File: config.mk
export PLATFORM = sky130hd
export DESIGN_NAME = pattern
export DESIGN_NICKNAME = d
export VERILOG_FILES = /design/src/rtl/pattern.sv
export SDC_FILE = /design/constraint.sdc
export NUM_CORES = 1
export LEC_CHECK = 0
export ABC_AREA = 1
export CORE_ASPECT_RATIO = 0.5
export CORE_MARGIN = 5
export CORE_UTILIZATION = 47
export DETAILED_ROUTE_END_ITERATION = 16
export GPL_ROUTABILITY_DRIVEN = 0
export GPL_TIMING_DRIVEN = 0
export PLACE_DENSITY = 0.7
export RECOVER_POWER = 100
export REMOVE_ABC_BUFFERS = 1
export SLEW_MARGIN = 10
export SYNTH_ARGS = -nofsm -noshare
export SYNTH_HDL_FRONTEND = slang
export SYNTH_SLANG_ARGS = --single-unit
File: constraint.sdc
create_clock -name clk -period 4.5 [get_ports clk]
set_clock_uncertainty 0.1 [all_clocks]
set_input_delay 0.45 -clock clk [delete_from_list [all_inputs] [get_ports clk]]
set_output_delay 0.45 -clock clk [all_outputs]
set_load 0.01 [all_outputs]
File: src/rtl/pattern.sv
`default_nettype none
// +-----------------------------------------------------------------------------
// | pattern : raster test-pattern source (solid/bars/ramp/checker), 2 px/word,
// |           behind a show-ahead FIFO read port.            Rev 1.0
// +-----------------------------------------------------------------------------
module pattern #(
   parameter int CW = 16
) (
   input  logic          clk,
   input  logic          resetn,
   input  logic          enable,
   input  logic [CW-1:0] hact,
   input  logic [CW-1:0] vact,
   input  logic [1:0]    mode,
   input  logic [23:0]   colour,
   input  logic          rden,
   output logic          empty,
   output logic [47:0]   dout,
   output logic          sof,
   output logic          eol,
   output logic [7:0]    frame
);

   typedef enum logic [0:0] {
      S_IDLE = 1'b0,
      S_RUN  = 1'b1
   } state_t;

   state_t        state_q, state_d;
   logic [CW-1:0] wx_q, wx_d;
   logic [CW-1:0] y_q, y_d;
   logic [CW-1:0] hw_q, hw_d;
   logic [CW-1:0] vact_q, vact_d;
   logic [1:0]    mode_q, mode_d;
   logic [23:0]   colour_q, colour_d;
   logic [7:0]    frame_q, frame_d;
   logic          empty_q, empty_d;
   logic          sof_q, sof_d;
   logic          eol_q, eol_d;
   logic [47:0]   dout_q, dout_d;

   logic [CW-1:0] hw_in;
   logic          legal_in;
   logic          last_wx;
   logic          last_y;
   logic          unused_hact0;

   // Pixel colour for column p (low 9 bits suffice for every pattern) on line yy.
   function automatic logic [23:0] pix(input logic [1:0]  m,
                                       input logic [23:0] c,
                                       input logic [8:0]  p,
                                       input logic [7:0]  yy,
                                       input logic [7:0]  f);
      logic [23:0] px;
      px = 24'h0;
      case (m)
         2'd0:    px = c;
         2'd1:    px = {{8{~p[7]}}, {8{~p[8]}}, {8{~p[6]}}};
         2'd2:    px = {p[7:0], yy, f};
         default: px = (p[5] ^ yy[5]) ? c : 24'h0;
      endcase
      return px;
   endfunction

   assign hw_in        = {1'b0, hact[CW-1:1]};
   assign unused_hact0 = hact[0];
   assign legal_in     = (hw_in != '0) && (vact != '0);
   assign last_wx      = (wx_q == hw_q - CW'(1));
   assign last_y       = (y_q == vact_q - CW'(1));

   always_comb begin
      state_d  = state_q;
      wx_d     = wx_q;
      y_d      = y_q;
      hw_d     = hw_q;
      vact_d   = vact_q;
      mode_d   = mode_q;
      colour_d = colour_q;
      frame_d  = frame_q;

      case (state_q)
         S_IDLE: begin
            if (enable && legal_in) begin
               state_d  = S_RUN;
               wx_d     = '0;
               y_d      = '0;
               hw_d     = hw_in;
               vact_d   = vact;
               mode_d   = mode;
               colour_d = colour;
            end
         end
         S_RUN: begin
            if (rden) begin
               if (last_wx) begin
                  wx_d = '0;
                  if (last_y) begin
                     // Frame boundary: the only point where settings are re-sampled.
                     y_d      = '0;
                     frame_d  = frame_q + 8'd1;
                     hw_d     = hw_in;
                     vact_d   = vact;
                     mode_d   = mode;
                     colour_d = colour;
                     state_d  = (enable && legal_in) ? S_RUN : S_IDLE;
                  end else begin
                     y_d = y_q + CW'(1);
                  end
               end else begin
                  wx_d = wx_q + CW'(1);
               end
            end
         end
         default: state_d = S_IDLE;
      endcase

      // Outputs are registered from the next-state view so dout tracks (wx,y) with no bubble.
      empty_d = (state_d != S_RUN);
      sof_d   = (state_d == S_RUN) && (wx_d == '0) && (y_d == '0);
      eol_d   = (state_d == S_RUN) && (wx_d == hw_d - CW'(1));
      dout_d  = 48'h0;
      if (state_d == S_RUN) begin
         dout_d = {pix(mode_d, colour_d, {wx_d[7:0], 1'b0}, y_d[7:0], frame_d),
                   pix(mode_d, colour_d, {wx_d[7:0], 1'b1}, y_d[7:0], frame_d)};
      end
   end

   always_ff @(posedge clk or negedge resetn) begin
      if (!resetn) begin
         state_q  <= S_IDLE;
         wx_q     <= '0;
         y_q      <= '0;
         hw_q     <= '0;
         vact_q   <= '0;
         mode_q   <= 2'd0;
         colour_q <= 24'h0;
         frame_q  <= 8'd0;
         empty_q  <= 1'b1;
         sof_q    <= 1'b0;
         eol_q    <= 1'b0;
         dout_q   <= 48'h0;
      end else begin
         state_q  <= state_d;
         wx_q     <= wx_d;
         y_q      <= y_d;
         hw_q     <= hw_d;
         vact_q   <= vact_d;
         mode_q   <= mode_d;
         colour_q <= colour_d;
         frame_q  <= frame_d;
         empty_q  <= empty_d;
         sof_q    <= sof_d;
         eol_q    <= eol_d;
         dout_q   <= dout_d;
      end
   end

   assign empty = empty_q;
   assign dout  = dout_q;
   assign sof   = sof_q;
   assign eol   = eol_q;
   assign frame = frame_q;

endmodule
`default_nettype wire

-- Word level (Yosys, flattened, before mapping)
Index checks and enable logic that the tools add are counted.
- multiplexer cells: 42
- bitwise operators: 6
- reduce and logical (&&, ||, !) cells: 11
- eq/ne operators: 9
- add/subtract/negate cells: 6
- operators by type and width (kind ; count):
    $mux W16 ; 15
    $pmux W24 S3 ; 2
    $pmux W16 S2 ; 4
    $mux W24 ; 5
    $eq A16 B16 Y1 ; 3
    $mux W48 ; 1
    $pmux W24 S2 ; 1
    $sub A16 B1 Y16 const B ; 3
    $add A16 B1 Y16 const B ; 2
    $logic_not A16 Y1 ; 2
    $mux W8 ; 4
    $reduce_bool A16 Y1 ; 2
    $add A8 B1 Y8 const B ; 1
    $mux W2 ; 4
    $logic_and A1 B1 Y1 ; 5
    $not A1 Y1 ; 5
    $mux W1 ; 4
    $ne A2 B1 Y1 const B ; 2
    $ne A2 B2 Y1 const B ; 2
    $pmux W2 S2 ; 1
    $reduce_and A4 Y1 ; 1
    $eq A2 B1 Y1 const B ; 1
    $eq A2 B2 Y1 const B ; 1
    $logic_not A2 Y1 ; 1
    other kinds (2) ; 2
- output and inout bits: 59
- input port bits: 62
- logic and storage cells: 86
- register bits: 150

-- Depth between registers and ports, before layout
Gate-level depths: netlist (run 1).
- depth in word-level cells: 10
- gate-level depth with buffers: 30

-- Least setup slack after synthesis (run 1)
No wires, ideal clock.
- path type: register to register
- from: reg vact_q[0]
- to: reg eol_q, in the netlist eol
- library setup time: 71 ps
- stages on the path, launching flop included: 30
- slack: 1093 ps
- period minus slack after synthesis: 3407 ps
- data arrival time: 3236 ps
- data required time: 4329 ps
- cells stage by stage: dfrtp_1 -> inv_1 -> ha_1 -> nand2_1 -> nor2_1 -> nand3_1 -> nand3_1 -> nand2_1 -> nor2_1 -> nand2_1 -> nor2_1 -> nand2_2 -> a21oi_4 -> nand2_4 -> buf_6 -> nand2_1 -> nand2_2 -> ha_1 -> inv_1 -> nand3_1 -> nand2_1 -> nor2_1 -> nand2_1 -> nor2_1 -> nand3_1 -> nor2_1 -> nand2_1 -> nor2_1 -> nand3_1 -> nor2_1
- cells in the longest elaborated chain, start to end: 9
- elaborated cells between the ends (all ways): 13
- classes of those cells: add/sub (2); eq/ne (2); mux (8); reduce/logical (1)
- RTL lines (element ; RTL line ; text):
    start, declared ; 33 ; logic [CW-1:0] vact_q, vact_d;
    start signal, assigned ; 147 ; vact_q <= vact_d;
    $sub A16 B1 Y16 * ; 69 ; assign last_y = (y_q == vact_q - CW'(1));
    $eq A16 B16 Y1 * ; 69 ;
    $mux W16 ; 97 ; if (last_y) begin
    $mux W16 ; 95 ; if (last_wx) begin
    $mux W16 ; 94 ; if (rden) begin
    $pmux W16 S2 ; 81 ; case (state_q)
    $sub A16 B1 Y16 ; 120 ; eol_d = (state_d == S_RUN) && (wx_d == hw_d - CW'(1));
    $eq A16 B16 Y1 ; 120 ;
    $logic_and A1 B1 Y1 * ; 120 ;
    named net eol_d ; 39 ; logic eol_q, eol_d;
    end signal, assigned ; 153 ; eol_q <= eol_d;
    end, declared ; 39 ;
Mark *: on every way through the listed nets, which the timed path passes. The rest lies on a longest branch.
A chain may end at the register's enable or synchronous reset.

-- Worst setup path after layout (run 1)
- from: in hact[2]
- to: reg eol_q, in the netlist eol
- cells in the longest elaborated chain, start to end: 9
- elaborated cells between the ends (all ways): 18
- classes of those cells: add/sub (1); eq/ne (1); mux (12); reduce/logical (4)
- RTL lines (element ; RTL line ; text):
    start, declared ; 12 ; input logic [CW-1:0] hact,
    parallel branches: the longest is 8 deep, another holds $sub A16 B1 Y16 ; n/a ;
    $logic_and A1 B1 Y1 * ; 120 ;
    named net eol_d ; 39 ;
Mark *: on every way through the listed nets, which the timed path passes.

==> summary.txt, run 1 <==
Pwr
  – Peak VDD IR: roughly 0.28 mV
  – Seq pwr share: 34.3%
  – Internal power: ~2.7 mW
  – Final Power: 4.15 mW
  – Comb pwr share: approximately 32%
  – Sw frac: 35.8%
  – Clock power frac: 33.8%
  – Pleak: 5.24 nW
  – Switch Pwr: around 1.5 mW
  – PD cells: around 380 mW/mm^2

Synthesis
  – Post-synth ARST share: 100%
  – Number of synthesized register bits: between 100 and 150
  – EDFF count, synth: 0
  – Post-synthesis sequential area ratio: 35.6%
  – Syn Inst Count: between 1000 and 1500
  – Average cell area after synthesis: slightly below 7 sq um
  – Synth unique cells: approximately 50
  – Ys Warns: 0
  – Top_reg_cell synth: dfrtp_1
  – Synth Cell Area: 0.00892 sq mm

Global routing
  – Largest net degree at the start of global routing: 84
  – GRT overflow: 0
  – Vias in the first global route: approximately 8800
  – First-pass GRT wire length: ~43000 um
  – Initial antenna violation count: 0
  – GRT Total Usage: 24.2%

Floorplanning
  – # rows: 35
  – Die Span X: roughly 200 um
  – Die area: approximately 0.022 sq mm
  – Core area: 0.0185 sq mm
  – Ports: around 120
  – DIE HEIGHT: around 110 um
  – Starting Density: 48.2%

Status
  – Outcome: finished, violations left
  – Violated checks: capacitance limit, slew limit

Worst setup path
  – Critical path arrival: roughly 4.4 ns
  – Req. time, crit path: 4.75 ns
  – Crit path kind: in2reg
  – Crit. End Element: register
  – CP startpoint kind: input port
  – CP max FO: 24

Clocking
  – CTS buffer count: 17
  – H-Tree Depth: 4
  – Clock root buffer: clkbuf_16
  – Worst-Skew Late Latency: 0.42 ns
  – Max clock buf depth: 2
  – CTS tree: done
  – Clock tree sinks: between 100 and 150
  – CTS clock-pin slew for the worst setup and hold paths: ~0.060 ns

Routing
  – Vias: 8948
  – WL per Instance: 16.0 um
  – DR vias/cell: 5.35
  – Antenna-violating nets left: 0
  – Initial DRC count: 900
  – DRT Pass-1 Iters: 5
  – Post-detailed-routing wire length: between 20000 and 30000 um
  – # DRC: 0

Timing
  – Fin crit share: between 90% and 100%
  – Slew Limit Fails: 45
  – Measured slew at the worst slew-check pin: ~2.6 ns
  – Final setup viols: 0
  – Setup_tns: 0 ns
  – Fin. Hold Viols: 0
  – Post-route minimum period: 4.14 ns
  – Fmax: 242 MHz
  – Hold WS: around 0.39 ns
  – Slew headroom: -71.5%

Placement
  – DP HPWL: 19500 um
  – IO buf count: 119

Final layout
  – Share of cells above drive strength 1: around 7%
  – Fin nets: between 1000 and 1500
  – N_diodes: 0
  – Area Overhead vs Synth: 21.1%

Hold path
  – Worst Hold Class: reg2reg

Run
  – Max-cap violations: 1
[kinds of logic after synthesis]
logic type	after synthesis	synth area share [%]
fa+ha+maj	6	0.841
buf+inv	218	10.8
xor+xnor	59	5.79
simple gates	746	36.8
flops	127	35.6
compound gates	149	10.0
mux	1	0.126
[area by class of cell]
class,instances,area [sq um]
repair buffers,128,1270
clock inverters,14,156
multi-input cells,963,4800
well taps,259,324
flip-flops and latches,127,3180
inverters,164,636
fillers,1701,7720
clock buffers,18,439
[Yosys cell counts (3+ instances only)]
master    number  area share [%]
o22ai_1        8            0.56
nand2_2        9            0.63
ha_1           6            0.84
buf_1          3            0.13
nor4_1        14            0.98
buf_2         10            0.56
nor3_1        14            0.79
dfrtp_1      126              35
buf_6          4            0.50
clkinv_1       4            0.17
a21oi_1       22             1.2
or2_2         12            0.84
nand4_1       21             1.5
nor2_1       150             6.3
xor2_1        40             3.9
o21ai_1        8            0.45
buf_4         26             2.2
inv_2          6            0.25
xnor2_1       19             1.9
inv_1        153             6.4
nand2_1      377              16
clkbuf_1      11            0.46
o21a_1        11            0.93
a22oi_1        5            0.42
o211ai_1      14             1.2
o21ai_0       67             3.8
nand3b_1      20             1.7
o21ai_2        3            0.29
nand3_1      102             5.7
nor2_2        13            0.91
[repair_timing]
item / 4_1_cts / 5_1_grt
resized for setup: 7 / 6
pin swaps: 2 / 3
endpoints found under the hold margin: 44 / 0
endpoints found under the setup margin: 69 / 27
hold buffers: 1 / 0
gates cloned: 0 / 2
setup buffers: 2 / 5
[state kept, by name (all words and copies together) (netlist names)]
name	flops
eol	1
state_q	1
mode_q	2
colour_q	24
wx_q	16
y_q	16
hw_q	16
dout	25
sof	1
frame	8
empty	1
vact_q	16
[worst paths after layout]
check                                    endpoint             startpoint  cells past startpoint  slack, ns
setup / recovery                    eol$_DFF_PN0_                hact[2]                     21       0.36
hold / removal                 frame[7]$_DFF_PN0_     frame[7]$_DFF_PN0_                      1       0.39
setup reg to reg               dout[16]$_DFF_PN0_  vact_q[0]$_DFFE_PN0P_                     25       0.38
hold reg to reg                frame[7]$_DFF_PN0_     frame[7]$_DFF_PN0_                      1       0.39
max in group asynchronous  colour_q[21]$_DFF_PN0_                 resetn                      2       1.56
min in group asynchronous           eol$_DFF_PN0_                 resetn                      2       1.27
[worst max-delay path: stages]
cell and delay (ns):
clkdlybuf4s50_1 0.46, nor4_1 0.51, nand4_1 0.27, nand3_1 0.28, nand2_4 0.24, clkinvlp_4 0.18, a21oi_4 0.07, clkbuf_1 0.18
nand2_1 0.48, nand2_1 0.10, nand2_1 0.18, nand2_1 0.11, nor2_1 0.25, nand2_1 0.09, nand2_1 0.08, nand2_1 0.06
inv_1 0.05, nand2_1 0.04, nor2_1 0.09, nand3_1 0.09, nor2_1 0.11
[layer usage]
layer	wire [um]	vias to the layer above	track usage (%)	part of all wire [%]
li1	-	4340	-	-
met2	12300	349	38.9	46
met4	410	0	7.02	1.5
met3	2020	42	5.06	7.6
met1	12000	4217	33.2	45
met5	0	-	0	0
[power groups by stage]
stage	registers, mW	logic (mW)	clock network, mW
after detailed placement	1.44	1.34	0
final	1.42	1.33	1.40
after CTS	1.43	1.36	1.42
after floorplan	1.48	0.727	0
after global routing	1.45	1.47	1.47
after global placement	1.44	1.31	0
[through the flow]
stage | instances | instance area, sq um | utilization, % | setup WS, ns
6_report | 1673 | 10800 | 58.3 | 0.364
5_1_grt | 1673 | 10800 | 58.3 | -0.00637
3_5_place_dp | 1631 | 10100 | 54.7 | -1.66
3_3_place_gp | 1630 | 10100 | 54.5 | -2.33
4_1_cts | 1666 | 10800 | 58.2 | 0.0208
2_1_floorplan | 1252 | 8580 | - | 0.759
[cells in the final DEF (no fill, tap or decap), drive strengths merged, types with 2 or more instances in the layout]
cell type and n:
xnor2 19, clkinvlp 4, ha 6, or2 14, nand2 390, buf 6
nand3 104, a22oi 5, o21ai 79, a21oi 25, bufinv 2, o221ai 2
xor2 40, nor4 14, nor3b 2, o21a 11, nand3b 20, nor3 14
clkbuf 22, o22ai 8, dlygate4sd3 60, nand4 21, dfrtp 126, o211ai 14
nor2 167, clkdlybuf4s50 58, inv 162, clkinv 10
No activity file was read; power rests on OpenSTA's default activity.
==> inputs of run 2 (changes only) <==
- ABC_AREA: 1 -> 0
- PLACE_DENSITY: 0.7 -> 0.71
==> run 2 against run 1 <==
Largest power group is now the clock network; critical endpoint unchanged; clock power up 4%; final area up 0.93%; clock-buffer cell count unchanged; maximum frequency down 9.4%; the flow finishes with violations (capacitance limit, slew limit, setup timing); global-route usage up 0.057 points; critical path type is now reg2reg; sequential cell count unchanged; final cell count down 24%.
==> summary.txt, run 2 <==
Synthesis
  – Synth area leader: dfrtp_1
  – Synth Cell Area: 0.00821 sq mm (-8.0%)
  – Synth unique cells: 88 (+73%)
  – Average cell area after synthesis: 9.27 sq um (+36%)
  – Most frequent cell after synthesis: dfrtp_1
  – Post-synth ARST share: 100% (unchanged)
  – Top_reg_cell synth: dfrtp_1
  – Post-synthesis sequential area ratio: 38.7% (+3.1 points)
  – Synth cell count leaders: dfrtp_1, nand2_1, nor2_1
  – Number of synthesized register bits: 127 (unchanged)
  – Syn Inst Count: 886 (-32%)
  – Synth top area cells: dfrtp_1, nand2_1, xnor2_1, xor2_1, mux2_2
  – EDFF count, synth: 0 (unchanged)
  – Ys Warns: 0 (unchanged)
  – Share of the synthesized area in the top cell type: 38.4% (+3.1 points)

Timing
  – Fmax: 219 MHz (-9.4%)
  – Setup_tns: -0.0649 ns (-0.0649 ns)
  – Fin. Hold Viols: 0 (unchanged)
  – RSZ-0062 raised after global routing: true
  – Worst setup margin: -0.0635 ns (-0.427 ns)
  – Fin crit share: 101% (+9.5 points)
  – Slew Limit Fails: 77 (+71%)
  – Post-route minimum period: 4.56 ns (+0.427 ns)
  – Hold WS: 0.395 ns (+0.00129 ns)
  – Measured slew at the worst slew-check pin: 1.95 ns (-0.626 ns)
  – Slew headroom: -29.7% (+42 points)
  – Final setup viols: 2 (+2)

Final layout
  – Filler cells: 1385 (-19%)
  – Number of flip-flops under the largest register name: 25 (unchanged)
  – N_diodes: 0 (unchanged)
  – Register area: 0.00319 sq mm (+0.31%)
  – Multi-input logic area: 0.00479 sq mm (-0.34%)
  – Most frequent cells in the layout: dfrtp_1, nand2_1, buf_4
  – Final Cell Area: 0.0109 sq mm (+0.93%)
  – Share of cells above drive strength 1: 20.6% (+14 points)
  – Area Overhead vs Synth: 32.9%
  – Fin nets: 1098 (-25%)
  – Most common cell after layout, fill and taps aside: dfrtp_1

Worst setup path
  – Crit path kind: reg2reg
  – CP max FO: 8 (-67%)
  – Crit. End Element: register
  – Req. time, crit path: 4.74 ns (about the same)
  – R2R Path End: eol$_DFF_PN0_
  – Worst Reg-to-Reg Cells: 18 (-28%)
  – Worst r2r src: hw_q[5]$_DFF_PN0_
  – Critical path arrival: 4.81 ns (+0.42 ns)
  – CP startpoint kind: register
  – Reg2Reg Setup Slack: -0.06 ns (-0.44 ns)

Clocking
  – Clock tree sinks: 127 (unchanged)
  – CTS tree: done
  – Worst-Skew Late Latency: 0.43 ns (about the same)
  – Clock root buffer: clkbuf_16
  – H-Tree Depth: 4 (unchanged)
  – Max clock buf depth: 2 (unchanged)
  – CTS clock-pin slew for the worst setup and hold paths: 0.07 ns (about the same)
  – CTS buffer count: 17 (unchanged)

Placement
  – DP HPWL: 16900 um (-13%)
  – IO buf count: 119 (unchanged)
  – Placed Area: 0.00946 sq mm (-6.5%)
  – Place WS: -2.19 ns (-0.521 ns)

Pwr
  – Pleak: 4.89 nW (-6.7%)
  – Final Power: 4.07 mW (-1.9%)
  – PD cells: 373 mW/mm^2 (-2.8%)
  – Peak VDD IR: 0.310 mV (+12%)

Global routing
  – Vias in the first global route: 7303 (-17%)
  – GRT Total Usage: 24.3% (+0.057 points)
  – First-pass GRT wire length: 39200 um (-8.7%)
  – GRT overflow: 0 (unchanged)
  – Largest net degree at the start of global routing: 77 (-8.3%)
  – Initial antenna violation count: 0 (unchanged)

Hold path
  – Worst Hold Depth: 2 (+1)
  – Worst Hold Class: reg2reg
  – Hold path start: vact_q[15]$_DFFE_PN0P_
  – WHS Endpoint: vact_q[15]$_DFFE_PN0P_

Floorplanning
  – # rows: 34 (-2.9%)
  – DIE HEIGHT: 103 um (-3.7%)
  – Ports: 121 (unchanged)
  – Core area: 0.0173 sq mm (-6.8%)
  – Starting Density: 47.5% (-0.64 points)
  – Die area: 0.0204 sq mm (-7.5%)
  – Die Span X: 197 um (-3.9%)

Routing
  – WL per Instance: 19.9 um (+25%)
  – DR vias/cell: 6.01 (+12%)
  – Post-detailed-routing wire length: 25400 um (-4.9%)
  – # DRC: 0 (unchanged)
  – Initial DRC count: 692 (-23%)
  – DRT Pass-1 Iters: 7 (+2)
  – Vias: 7680 (-14%)
  – Antenna-violating nets left: 0 (unchanged)

Run
  – Max-cap violations: 1 (unchanged)

Status
  – Violated checks: capacitance limit, slew limit, setup timing
  – Outcome: finished, violations left
## run 2: stage by stage
stage | util [%] | std cells
floorplan | - | 816
global placement | 53.7 | 1169
detailed placement | 54.8 | 1176
CTS | 61.4 | 1249
global route | 63.1 | 1277
finish | 63.1 | 1277
## run 2: worst max-delay path, stage by stage, from the launching register on
cell       delay, ns
dfrtp_2         0.47
buf_6           0.15
nor4_4          0.22
buf_4           0.19
nand4_1         0.15
xnor2_2         0.20
or3_4           0.37
or4_4           0.57
o31ai_4         0.28
clkbuf_16       0.21
mux2i_4         0.26
ha_4            0.24
nand3_2         0.09
mux2i_2         0.18
xor2_1          0.20
xnor2_1         0.14
and2_4          0.18
o2111ai_2       0.12
a211oi_2        0.16
## run 2: per-layer routing
metal / wire [um] / up-vias / part of all wire [%] / global-route usage [%]
li1: - / 3476 / - / -
met4: 522 / 0 / 2.1 / 6.87
met5: 0 / - / 0 / 0
met2: 11600 / 404 / 46 / 37.6
met3: 2240 / 54 / 8.8 / 5.63
met1: 11000 / 3746 / 43 / 34.5
## run 2: final cells by class
type,instances,area share (%)
Tap cell,234,2.68
Multi-Input combinational cell,652,43.9
Timing Repair Buffer,194,17.2
Clock buffer,18,3.93
Clock inverter,14,1.65
Sequential cell,127,29.3
Inverter,38,1.38
## run 2: cells by family (layout without fill, tap and decap cells)
family	count (synthesis)	after routing	share of synthesized area [%]
xor gates and xnor gates	86	86	9.79
muxes	43	43	5.64
adders and majority gates	6	6	0.914
and+or+nand+nor	345	345	22.6
AOI/OAI and AO/OA	171	172	15.4
buffers and inverters	108	264	6.86
DFF	127	127	38.7
## run 2: power by group
group | switching, mW | internal [mW]
clock network | 0.568 | 0.882
registers | 0.142 | 1.26
logic | 0.631 | 0.595
total | 1.34 | 2.73
## run 2: how the worst max path moves through the flow
| stage | end | slack, ns | start |
|---|---|---|---|
| 2_1_floorplan | dout[34]$_DFF_PN0_ | -1.88 | hw_q[0]$_DFF_PN0_ |
| 3_3_place_gp | dout[37]$_DFF_PN0_ | -3.96 | vact_q[0]$_DFFE_PN0P_ |
| 3_5_place_dp | dout[27]$_DFF_PN0_ | -2.19 | vact_q[0]$_DFFE_PN0P_ |
| 4_1_cts | eol$_DFF_PN0_ | -0.03 | hw_q[0]$_DFF_PN0_ |
| 5_1_grt | eol$_DFF_PN0_ | -0.21 | hw_q[5]$_DFF_PN0_ |
| 6_report | eol$_DFF_PN0_ | -0.06 | hw_q[5]$_DFF_PN0_ |
## run 2: timing repair
item	in CTS	in global routing
setup buffers	40	27
hold buffers	1	0
pin swaps	19	26
cloned	1	1
resized for setup	46	29
setup endpoints to repair	41	28
hold endpoints to repair	24	0
